==> config.mk <==
export PLATFORM = sky130hd
export DESIGN_NAME = pe_ctrl_gen
export DESIGN_NICKNAME = d
export VERILOG_FILES = /design/src/rtl/pe_ctrl_gen.sv
export SDC_FILE = /design/constraint.sdc
export NUM_CORES = 1
export LEC_CHECK = 0
export ABC_AREA = 1
export CORE_UTILIZATION = 48
export DETAILED_ROUTE_END_ITERATION = 12
export PLACE_DENSITY = 0.73
export RECOVER_POWER = 100
export SLEW_MARGIN = 25
export SYNTH_ARGS = -nofsm -noshare
export SYNTH_HDL_FRONTEND = slang
export SYNTH_SLANG_ARGS = --single-unit
==> constraint.sdc <==
create_clock -name clk -period 1.7 [get_ports clk]
set_clock_uncertainty 0.05 [all_clocks]
set_input_delay 0.255 -clock clk [delete_from_list [all_inputs] [get_ports clk]]
set_output_delay 0.255 -clock clk [all_outputs]
set_load 0.01 [all_outputs]
==> src/rtl/pe_ctrl_gen.sv <==
// rtl/pe_ctrl_gen.sv - per-cycle PE control word sequencer for one layer tile
module pe_ctrl_gen #(
  parameter int PE_BUF_ADDR_WIDTH = 10,
  parameter int ACC_CNT_WIDTH     = 8,
  parameter int PASS_CNT_WIDTH    = 8
) (
  input  logic                               clk,
  input  logic                               reset,
  input  logic                               cfg_valid,
  output logic                               cfg_ready,
  input  logic [ACC_CNT_WIDTH-1:0]           cfg_num_acc_m1,
  input  logic [PE_BUF_ADDR_WIDTH-1:0]       cfg_num_out_m1,
  input  logic [PASS_CNT_WIDTH-1:0]          cfg_num_pass_m1,
  input  logic                               in_valid,
  output logic                               in_ready,
  output logic [8+2*PE_BUF_ADDR_WIDTH-1:0]   ctrl,
  output logic                               done
);

  localparam int CTRL_WIDTH = 8 + 2*PE_BUF_ADDR_WIDTH;
  localparam logic [2:0] OP_MUL  = 3'd0;
  localparam logic [2:0] OP_MACC = 3'd1;

  typedef enum logic [1:0] {IDLE, ACCUM, FLUSH, DONE} state_t;

  state_t                         state;
  logic [ACC_CNT_WIDTH-1:0]       num_acc_m1;
  logic [PE_BUF_ADDR_WIDTH-1:0]   num_out_m1;
  logic [PASS_CNT_WIDTH-1:0]      num_pass_m1;
  logic [ACC_CNT_WIDTH-1:0]       acc_cnt;
  logic [PE_BUF_ADDR_WIDTH-1:0]   out_cnt;
  logic [PASS_CNT_WIDTH-1:0]      pass_cnt;

  logic first_term;
  logic first_rd;
  logic last_pass;

  assign cfg_ready  = (state == IDLE);
  assign in_ready   = (state == ACCUM);
  assign first_term = (acc_cnt == '0);
  // Passes after the first resume from the partial sum stored in the buffer.
  assign first_rd   = first_term && (pass_cnt != '0);
  assign last_pass  = (pass_cnt == num_pass_m1);

  always_ff @(posedge clk) begin
    if (reset) begin
      state       <= IDLE;
      num_acc_m1  <= '0;
      num_out_m1  <= '0;
      num_pass_m1 <= '0;
      acc_cnt     <= '0;
      out_cnt     <= '0;
      pass_cnt    <= '0;
      ctrl        <= '0;
      done        <= 1'b0;
    end else begin
      ctrl <= '0;
      done <= 1'b0;
      case (state)
        IDLE: begin
          if (cfg_valid) begin
            num_acc_m1  <= cfg_num_acc_m1;
            num_out_m1  <= cfg_num_out_m1;
            num_pass_m1 <= cfg_num_pass_m1;
            acc_cnt     <= '0;
            out_cnt     <= '0;
            pass_cnt    <= '0;
            state       <= ACCUM;
          end
        end
        ACCUM: begin
          if (in_valid) begin
            ctrl <= {(first_rd ? out_cnt : {PE_BUF_ADDR_WIDTH{1'b0}}),
                     {PE_BUF_ADDR_WIDTH{1'b0}},
                     1'b0, 1'b0, 1'b0, first_rd, 1'b1,
                     (first_term ? OP_MUL : OP_MACC)};
            if (acc_cnt == num_acc_m1) begin
              acc_cnt <= '0;
              state   <= FLUSH;
            end else begin
              acc_cnt <= acc_cnt + 1'b1;
            end
          end
        end
        FLUSH: begin
          // Intermediate passes park the partial sum; the last pass emits it.
          ctrl <= {{PE_BUF_ADDR_WIDTH{1'b0}}, out_cnt,
                   1'b1, last_pass, !last_pass, 1'b0, 1'b0, OP_MUL};
          if (out_cnt < num_out_m1) begin
            out_cnt <= out_cnt + 1'b1;
            state   <= ACCUM;
          end else begin
            out_cnt <= '0;
            if (pass_cnt < num_pass_m1) begin
              pass_cnt <= pass_cnt + 1'b1;
              state    <= ACCUM;
            end else begin
              state <= DONE;
            end
          end
        end
        DONE: begin
          done  <= 1'b1;
          state <= IDLE;
        end
        default: state <= IDLE;
      endcase
    end
  end

endmodule

==> out/qor.yml <==
status:
  outcome: "complete, but fails checks"
  violations: "setup timing"
global_routing:
  track_usage_pct: 23.5
  antenna_found_initial: 0
  grt_pass1_vias: 3384
  grt_overflow_total: 0
  grt_pass1_wl_um: 15400
  grt_max_degree: 26
finish:
  fin_nets: 675
  diodes: 0
  final_core_util_pct: 73.6
  drive_gt1_share_pct: 27.2
  ff_latch_area_um2: 1640
  nFillCells: 498
  multi_input_area_um2: 2160
  final_common_cell: "nor2_1"
  stdcell_count: 723
  layout_common_cells: "nor2_1, nand2_1, dfxtp_1"
  area_growth_pct: 45.6
synth:
  ys_types: 34
  postSynthAreaPerCell_um2: 7.48
  synth_seq_cells: 81
  syn_inst: 501
  synth_seq_area_share_pct: 43.3
  syn_area_um2: 3750
  ys_warn_count: 0
place:
  place_congestion: 0.849
  portBuffers: 58
  dp_hpwl_um: 6130
  dp_cells: 688
pwr:
  p_switching_uw: 2900
  p_clk_share_pct: 20.5
  combPwrFrac_pct: 46.9
  vdd_drop_max_mv: 0.884
  p_leak_uw: 0.00225
  power.internal_uw: 4460
  power_uw: 7350
  powerDensity_nw_per_um2: 1350
  switching_share_pct: 39.4
  sequentialPowerShare_pct: 32.6
drt:
  via_per_inst: 5.03
  drc: 0
  dr.pass1.iters: 6
  drt_wl_total_um: 9920
  vias: 3634
  drt_iter0_drc: 197
  detail-route-antenna-nets: 0
  wire_per_inst_um: 13.7
setup_path:
  crit_arrival_ps: 2040
  end_kind: "flop"
  path_buf_inv: 2
  cp_top_family: "simple AND/OR/NAND/NOR gates"
  slowest_stage: "dfxtp_2"
  startpoint_type: "flop"
  cp_cell_sequence: "inv_2 -> ha_4 -> a21oi_1 -> nand2_1 -> nand2_2 -> nand4_1 -> buf_6 -> nand2_2 -> nand2_4 -> nor3b_2"
  rrSetupSlack_ps: -100
  crit_top_cell: "nand2_2"
  crit_fanout: 7
  slowest_delay_ps: 340
  critical_path_required_ps: 1940
  criticalPathCategory: "reg -> reg"
clock_network:
  cts_buffer_depth: 2
  clkTransAtPathRegs_ps: 90
  worst_skew_pair.late_latency_ps: 370
  cts_tree: "done"
  cts_hold_buf: 0
  ctsHtreeMaxLevel: 3
  cts.sinks: 81
  cts-buffers-inserted: 9
  cts_root_buf: "clkbuf_8"
die:
  die_w_um: 90.3
  dieArea_um2: 8160
  io_pins: 61
  initial_core_util_pct: 50.6
  core_um2: 7410
  rows: 31
  die_h_um: 90.3
timing:
  tns_ps: -635
  drv_slew: 0
  fmax_ghz: 0.557
  rsz0062_at_grt: "true"
  period_minus_slack_ps: 1800
  hold_ws_ps: 412
  setup_viol: 16
  finalHoldViolations: 0
  post-route-period-util_pct: 106
  setup_ws_ps: -96.1
flow_run:
  drv_cap: 0
min_path:
  hp-class: "reg -> reg"
## state kept, by name, summed over array words and instances (netlist names)
register and cells:
pass_cnt 8, out_cnt 10, acc_cnt 8, done 1, num_acc_m1 8, num_pass_m1 8
state 2, num_out_m1 10, ctrl 26
## logic make-up after synthesis
kind of cell | after synthesis | share of synthesized area (%)
compound gates | 75 | 10.9
fa+ha+maj | 26 | 8.68
simple gates | 223 | 25.2
buf+inv | 81 | 8.52
xor+xnor | 14 | 3.27
other cells | 1 | 0.100
flops | 81 | 43.3
## worst min-delay path, stage by stage (launching register included)
cell	delay (ps)
dfxtp_1	310
inv_1	60
a21oi_1	50
## synth_stat cells, drive strengths merged
library cell / count / area, um^2
nor3b: 2 / 15.0
xor2: 5 / 43.8
inv: 67 / 254
a31oi: 1 / 6.26
clkbuf: 9 / 33.8
buf: 4 / 27.5
nand4: 9 / 68.8
xnor2: 9 / 78.8
nor2: 99 / 382
a21oi: 34 / 170
dfxtp: 81 / 1620
conb: 1 / 3.75
nor3: 7 / 40.0
ha: 26 / 325
o21ai: 36 / 203
or2: 3 / 18.8
nand2: 88 / 335
nor4: 4 / 25.0
clkinv: 1 / 3.75
nand3: 11 / 60.1
a21o: 2 / 15.0
o21a: 2 / 15.0
## cell type report
type	instances	area share, %
tap	99	2.27
inverter	68	4.77
clock inverter	7	1.54
sequential	81	30.1
multi-input combinational	341	39.7
clock buffer	9	2.27
timing repair buffer	118	19.4
## routing by layer
layer	up-vias	GRT usage [%]	wire length, um	part of all wire (%)
met4	0	11.2	303	3.1
li1	1818	-	-	-
met2	159	36.5	4610	47
met1	1622	30.7	4440	45
met5	-	0	0	0
met3	35	5.39	563	5.7
## timing repair
action	CTS	global route
buffers inserted	12	8
resized for setup	16	82
cloned	1	0
setup endpoints to repair	25	37
pin swaps	12	28
## through the flow
stage / setup slack [ps] / area, um^2
after floorplan: 25.4 / 3750
after global placement: -79.7 / 4720
after detailed placement: -96.5 / 4720
after CTS: -5.08 / 5110
after global routing: -155 / 5460
final: -96.1 / 5460
## power by group through the flow
stage	Clock [uW]	Sequential, uW	Combinational [uW]
detailed placement	0	2390	2640
CTS	1510	2340	2880
global placement	0	2380	2580
finish	1510	2400	3440
global route	1630	2430	3800
floorplan	0	2390	1650
## path summary, 6_finish.rpt
kind / to / from / cells past startpoint
min reg2reg: num_pass_m1[7] / num_pass_m1[7] / 2
max: out_cnt[5] / num_out_m1[5] / 10
min: num_pass_m1[7] / num_pass_m1[7] / 2
max reg2reg: out_cnt[5] / num_out_m1[5] / 10
Note: power is estimated with default switching activity, not from simulation.
